## config.mk

```make
export PLATFORM = sky130hd
export DESIGN_NAME = spi_master_ctrl_flat
export DESIGN_NICKNAME = d
export VERILOG_FILES = /design/src/rtl/spi_master_ctrl_pkg.sv /design/src/rtl/spi_master_ctrl_if.sv /design/src/rtl/spi_master_shifter.sv /design/src/rtl/spi_master_ctrl.sv /design/src/flat_wrapper.sv
export SDC_FILE = /design/constraint.sdc
export NUM_CORES = 1
export LEC_CHECK = 0
export BUFFER_PORTS_ARGS = -buffer_cell sky130_fd_sc_hd__buf_4
export CORE_UTILIZATION = 38
export DETAILED_ROUTE_END_ITERATION = 8
export MAX_ROUTING_LAYER = met4
export SETUP_SLACK_MARGIN = 0.5
export SKIP_CTS_REPAIR_TIMING = 1
export SYNTH_ARGS = -nofsm -noshare
export SYNTH_HDL_FRONTEND = slang
export SYNTH_HIERARCHICAL = 1
export SYNTH_SLANG_ARGS = --single-unit
```

## constraint.sdc

```tcl
create_clock -name clk -period 2.8 [get_ports clk]
set_input_delay 0.42 -clock clk [delete_from_list [all_inputs] [get_ports clk]]
set_output_delay 0.42 -clock clk [all_outputs]
set_load 0.01 [all_outputs]
```

## src/rtl/spi_master_ctrl_pkg.sv

```systemverilog
// Shared definitions for the SPI master controller: command encodings,
// controller state encoding, payload/frame widths and counter sizing.
package spi_pkg;

    localparam int ADDR_SIZE = 8;
    localparam int FRAME_W   = ADDR_SIZE + 2;

    typedef enum logic [1:0] {
        CMD_WR_ADDR = 2'b00,
        CMD_WR_DATA = 2'b01,
        CMD_RD_ADDR = 2'b10,
        CMD_RD_DATA = 2'b11
    } cmd_e;

    typedef enum logic [2:0] {
        IDLE,
        LEAD,
        SHIFT,
        TURN,
        RECV,
        GAP
    } master_state_e;

    // Width needed to count 0 .. (longest phase - 1).
    function automatic int cnt_width(input int a, input int b, input int c,
                                     input int d, input int e);
        int m;
        m = a;
        if (b > m) m = b;
        if (c > m) m = c;
        if (d > m) m = d;
        if (e > m) m = e;
        return (m > 1) ? $clog2(m) : 1;
    endfunction

endpackage

```

## src/rtl/spi_master_ctrl_if.sv

```systemverilog
// Request port of the SPI master: host presents {cmd, data} with valid/ready.
interface spi_master_ctrl_if;
    import spi_pkg::*;

    logic                 req_valid;
    logic                 req_ready;
    logic [1:0]           req_cmd;
    logic [ADDR_SIZE-1:0] req_data;

    modport master (output req_valid, req_cmd, req_data, input req_ready);
    modport slave  (input req_valid, req_cmd, req_data, output req_ready);

endinterface

```

## src/rtl/spi_master_shifter.sv

```systemverilog
// Datapath of the SPI master: parallel-load TX frame register shifted out
// MSB first, and an RX register assembling the returned byte MSB first.
module spi_master_shifter
    import spi_pkg::*;
(
    input  logic                 clk,
    input  logic                 rst,
    input  logic                 load_i,
    input  logic [FRAME_W-1:0]   frame_i,
    input  logic                 tx_shift_i,
    input  logic                 rx_shift_i,
    input  logic                 miso_i,
    output logic                 tx_msb_o,
    output logic [ADDR_SIZE-1:0] rx_next_o
);

    logic [FRAME_W-1:0]   tx_q;
    logic [ADDR_SIZE-1:0] rx_q;

    assign tx_msb_o  = tx_q[FRAME_W-1];
    assign rx_next_o = {rx_q[ADDR_SIZE-2:0], miso_i};

    // NOTE: non-blocking assignments so every register samples pre-edge values.
    always_ff @(posedge clk) begin
        if (rst) begin
            tx_q <= '0;
            rx_q <= '0;
        end else begin
            if (load_i) begin
                tx_q <= frame_i;
            end else if (tx_shift_i) begin
                tx_q <= {tx_q[FRAME_W-2:0], 1'b0};
            end
            if (rx_shift_i) begin
                rx_q <= rx_next_o;
            end
        end
    end

endmodule

```

## src/rtl/spi_master_ctrl.sv

```systemverilog
// SPI master controller: serialises {cmd, data} frames onto MOSI/SS_n at one
// bit per clk and, for read-data commands, captures the byte returned on MISO.
module spi_master_ctrl
    import spi_pkg::*;
#(
    parameter int LEAD_CYCLES = 2,
    parameter int TURN_CYCLES = 2,
    parameter int GAP_CYCLES  = 1
) (
    input  logic                 clk,
    input  logic                 rst,
    spi_master_ctrl_if.slave     req,
    output logic                 MOSI,
    output logic                 SS_n,
    input  logic                 MISO,
    output logic [ADDR_SIZE-1:0] rd_data,
    output logic                 rd_valid,
    output logic                 done,
    output logic                 busy
);

    localparam int CNT_W = cnt_width(FRAME_W, ADDR_SIZE, LEAD_CYCLES, TURN_CYCLES, GAP_CYCLES);
    typedef logic [CNT_W-1:0] cnt_t;

    localparam cnt_t LEAD_LAST  = cnt_t'(LEAD_CYCLES - 1);
    localparam cnt_t SHIFT_LAST = cnt_t'(FRAME_W - 1);
    localparam cnt_t TURN_LAST  = cnt_t'(TURN_CYCLES - 1);
    localparam cnt_t RECV_LAST  = cnt_t'(ADDR_SIZE - 1);
    localparam cnt_t GAP_LAST   = cnt_t'(GAP_CYCLES - 1);

    master_state_e        state_q, state_d;
    cnt_t                 cnt_q, cnt_d;
    cmd_e                 cmd_q, cmd_d;
    logic                 mosi_q, mosi_d;
    logic                 ss_n_q, ss_n_d;
    logic [ADDR_SIZE-1:0] rd_data_q, rd_data_d;
    logic                 rd_valid_q, rd_valid_d;
    logic                 done_q, done_d;
    logic                 busy_q, busy_d;

    logic                 accept;
    logic                 load;
    logic                 tx_shift;
    logic                 rx_shift;
    logic                 tx_msb;
    logic [ADDR_SIZE-1:0] rx_next;

    spi_master_shifter u_shifter (
        .clk        (clk),
        .rst        (rst),
        .load_i     (load),
        .frame_i    ({req.req_cmd, req.req_data}),
        .tx_shift_i (tx_shift),
        .rx_shift_i (rx_shift),
        .miso_i     (MISO),
        .tx_msb_o   (tx_msb),
        .rx_next_o  (rx_next)
    );

    assign req.req_ready = (state_q == IDLE);
    assign accept        = req.req_valid && (state_q == IDLE);

    // NOTE: every always_comb output gets a default first so no latch is inferred.
    always_comb begin
        state_d = state_q;
        cmd_d   = cmd_q;
        load    = 1'b0;
        cnt_d   = cnt_q + cnt_t'(1);

        unique case (state_q)
            IDLE: begin
                if (accept) begin
                    state_d = LEAD;
                    cmd_d   = cmd_e'(req.req_cmd);
                    load    = 1'b1;
                end
            end
            LEAD:  if (cnt_q == LEAD_LAST)  state_d = SHIFT;
            SHIFT: if (cnt_q == SHIFT_LAST) state_d = (cmd_q == CMD_RD_DATA) ? TURN : GAP;
            TURN:  if (cnt_q == TURN_LAST)  state_d = RECV;
            RECV:  if (cnt_q == RECV_LAST)  state_d = GAP;
            GAP:   if (cnt_q == GAP_LAST)   state_d = IDLE;
            default: state_d = IDLE;
        endcase

        // Counters restart on every state entry and idle at zero.
        if (state_d != state_q || state_d == IDLE) begin
            cnt_d = '0;
        end

        // Outputs are registered, so they are derived from the next state.
        tx_shift = (state_d == SHIFT);
        rx_shift = (state_q == RECV);
        ss_n_d   = (state_d == IDLE) || (state_d == GAP);

        unique case (state_d)
            LEAD:    mosi_d = (state_q == IDLE) ? req.req_cmd[1] : tx_msb;
            SHIFT:   mosi_d = tx_msb;
            default: mosi_d = 1'b0;
        endcase

        rd_valid_d = (state_q == RECV) && (state_d == GAP);
        rd_data_d  = rd_valid_d ? rx_next : rd_data_q;
        done_d     = (state_d == GAP) && (cnt_d == GAP_LAST);
        busy_d     = (state_d != IDLE);
    end

    always_ff @(posedge clk) begin
        if (rst) begin
            state_q    <= IDLE;
            cnt_q      <= '0;
            cmd_q      <= CMD_WR_ADDR;
            mosi_q     <= 1'b0;
            ss_n_q     <= 1'b1;
            rd_data_q  <= '0;
            rd_valid_q <= 1'b0;
            done_q     <= 1'b0;
            busy_q     <= 1'b0;
        end else begin
            state_q    <= state_d;
            cnt_q      <= cnt_d;
            cmd_q      <= cmd_d;
            mosi_q     <= mosi_d;
            ss_n_q     <= ss_n_d;
            rd_data_q  <= rd_data_d;
            rd_valid_q <= rd_valid_d;
            done_q     <= done_d;
            busy_q     <= busy_d;
        end
    end

    assign MOSI     = mosi_q;
    assign SS_n     = ss_n_q;
    assign rd_data  = rd_data_q;
    assign rd_valid = rd_valid_q;
    assign done     = done_q;
    assign busy     = busy_q;

endmodule

```

## src/flat_wrapper.sv

```systemverilog
// flat-port wrapper written by rule: the top's interface ports become plain ports
module spi_master_ctrl_flat import spi_pkg::*;
#(
    parameter int LEAD_CYCLES = 2,
    parameter int TURN_CYCLES = 2,
    parameter int GAP_CYCLES  = 1
)
  (clk, rst, MOSI, SS_n, MISO, rd_data, rd_valid, done, busy, req_req_valid, req_req_cmd, req_req_data, req_req_ready);
  spi_master_ctrl_if req_i ();
  input  logic clk;
  input  logic rst;
  output logic MOSI;
  output logic SS_n;
  input  logic MISO;
  output logic [ADDR_SIZE-1:0] rd_data;
  output logic rd_valid;
  output logic done;
  output logic busy;
  input wire logic [$bits(req_i.req_valid)-1:0] req_req_valid;
  input wire logic [$bits(req_i.req_cmd)-1:0] req_req_cmd;
  input wire logic [$bits(req_i.req_data)-1:0] req_req_data;
  output wire logic [$bits(req_i.req_ready)-1:0] req_req_ready;
  assign req_i.req_valid = req_req_valid;
  assign req_i.req_cmd = req_req_cmd;
  assign req_i.req_data = req_req_data;
  assign req_req_ready = req_i.req_ready;
  spi_master_ctrl #(.LEAD_CYCLES(LEAD_CYCLES), .TURN_CYCLES(TURN_CYCLES), .GAP_CYCLES(GAP_CYCLES)) u_core (.clk(clk), .rst(rst), .req(req_i), .MOSI(MOSI), .SS_n(SS_n), .MISO(MISO), .rd_data(rd_data), .rd_valid(rd_valid), .done(done), .busy(busy));
endmodule
```

==> results.ini <==
[setup_path]
max_stage_delay_ns = 0.34
worstPathCellList = inv_1, ha_1, mux2i_1, o311a_1, nor4_4, nor2b_2, buf_6, mux2i_2, a211oi_1
cp_top_family = simple AND/OR/NAND/NOR gates
crit_cells = 9
r2r_cells = 9
critPathArrivalTime_ns = 2.35
cp_max_fo = 10
regToRegSetupSlack_ns = 0.62
path_class = flip-flop to flip-flop
cpMaxStageDelayCell = dfxtp_1
worst-path-buf-inv = 2
worstSetupStartpointType = flip-flop
crit_required_ns = 2.97
cp-end-kind = flip-flop

[die]
rows = 24
start_util_pct = 39.67
dieHeight_um = 69.65
core_area_um2 = 4384
dieArea_um2 = 4851
io_pins = 28
die_w_um = 69.65

[detailed_routing]
wl_met2_mm = 1.632
met3_length_um = 168
first_iter_violations = 58
ant_nets = 0
via_per_inst = 5.152
top_layer = met4
route.detailed.drc = 0
drt-wirelength-per-cell_um = 13.22
wirelength_mm = 3.398
first_pass_iters = 4
num_vias = 1324
wl_met1_mm = 1.526

[yosys]
syn_inst = 178
synth_seq_cells = 39
synth_edf_count = 0
syn-cell-area_um2 = 1739
syn_nets = 195
synth_top_area_share_pct = 44.89
ys_warn_count = 6
yosysTopAreaCell = dfxtp_1
synth.distinct_cells = 41
synth_area_leaders = dfxtp_1, mux2i_1, nor2_1
synth.avg_cell_area_um2 = 9.771
ys_seq_area_share_pct = 44.89
ys_async_sr_fraction_pct = 0
ys_dominant_reg_cell = dfxtp_1

[timing]
period_share_pct = 77.94
maxSlewViolCount = 0
tns_ns = 0
period_needed_ns = 2.182
slew_headroom_pct = 70.79
hold_viol = 0
rsz0062_at_grt = true
clock_skew_ns = 0.006247
tightest_slew_ns = 0.4372
setup_violations = 0
max_freq_ghz = 0.4583
fin_ws_ns = 0.6178

[run]
cap_viol_max_count = 0

[clock_tree]
clk_pin_slew_worst_paths_ns = 0.08
root_buffer = clkbuf_8
insertion_delay_ns = 0.29
htree_levels = 2
cts_buffer_depth = 2
cts_tree = yes
clkSinkCount = 39
cts_buffers = 5

[global_route]
grt_max_degree = 37
gr-total-overflow = 0
grt.total_usage_pct = 15.22
antenna_found_initial = 0
grt_pass1_wl_mm = 5.582
grt_pass1_vias = 1212

[cells_and_area]
layout_common_cells = dfxtp_1, buf_4, nor2_1
fin_cells = 257
final_common_cell = dfxtp_1
nNetsFinal = 221
fill_cells = 420
area_growth_pct = 18.06
drive_gt1_share_pct = 22.93
antenna_cells = 0

[min_path]
whs_path_depth = 3
hold_class = primary input to flip-flop

[run_status]
status = completed

[power]
ir_worst_vdd_uv = 300.1
power_leakage_nw = 0.7651
p_per_area_nw_per_um2 = 533.4

[placed_design]
place_ws_ns = 0.6190
hpwl_mm = 2.336
place_inst = 247
gp_congestion = 0.7593
port_buffers = 27

-- worst paths after layout --
path                    from                       end
max          u_core/cnt_q[1]  u_core/u_shifter/tx_q[3]
min           req_req_cmd[0]           u_core/cmd_q[0]
max reg2reg  u_core/cnt_q[1]  u_core/u_shifter/tx_q[3]
min reg2reg  u_core/cnt_q[0]           u_core/cnt_q[0]
-- power by group --
part	total, mW	internal, mW	switching, mW	leakage, nW
registers	0.596	0.579	0.0173	0.318
clock network	0.367	0.174	0.193	0.0412
logic	0.132	0.0684	0.0636	0.406
-- worst min-delay path: stages --
cell     delay, ns
buf_4         0.08
mux2i_1       0.05
nor2_1        0.07
-- Yosys cell counts, types with 2 or more instances --
master / number
a21oi_1: 3
a31o_2: 2
buf_6: 4
inv_1: 6
a211oi_1: 9
nor2_1: 28
buf_4: 2
nor2b_1: 12
clkbuf_1: 3
xor2_1: 2
mux2i_1: 26
nand2_1: 5
dfxtp_1: 39
o211ai_1: 2
ha_1: 3
or3_1: 2
buf_2: 3
nand3_1: 2
nand3b_1: 2
or3b_1: 2
-- registers in the layout (all words and copies together), names as in the netlist --
name,flops
u_core/rd_data,8
u_core/SS_n,1
u_core/cmd_q,2
u_core/MOSI,1
u_core/cnt_q,4
u_core/state_q,3
u_core/u_shifter/rx_q,7
u_core/u_shifter/tx_q,10
u_core/done,1
u_core/busy,1
u_core/rd_valid,1
-- cells by family after synthesis --
kind of cell,Yosys count,share of synthesized area [%]
buffers and inverters,21,6.977
adders and majority gates,3,2.159
xor gates and xnor gates,3,1.511
DFF,39,44.89
AOI/OAI and AO/OA,23,9.928
and+or+nand+nor,63,19.57
muxes,26,14.96
-- per-stage QoR --
step	utilization, %	hold WS (ns)	power, mW	area (um^2)
2_1_floorplan	-	0.4501	0.6930	1739
3_3_place_gp	44.29	0.4599	0.7310	1942
3_5_place_dp	44.29	0.4805	0.7355	1942
4_1_cts	46.23	0.3731	1.104	2027
5_1_grt	46.83	0.3964	1.150	2053
6_report	46.83	0.3784	1.095	2053
-- metal layers --
metal | track usage [%] | vias up
met2 | 24.81 | 34
li1 | - | 661
met3 | 4.506 | 7
met4 | 7.333 | 0
met5 | - | -
met1 | 17.06 | 622
-- area by class of cell --
cell class	count	area, um^2	area share [%]
inverters	7	26.28	1.280
well taps	52	65.06	3.169
repair buffers	33	251.5	12.25
clock buffers	6	72.57	3.534
multi-input cells	118	843.3	41.07
flip-flops and latches	39	782.0	38.09
clock inverters	2	12.51	0.6094
Note: power is estimated with default switching activity, not from simulation.
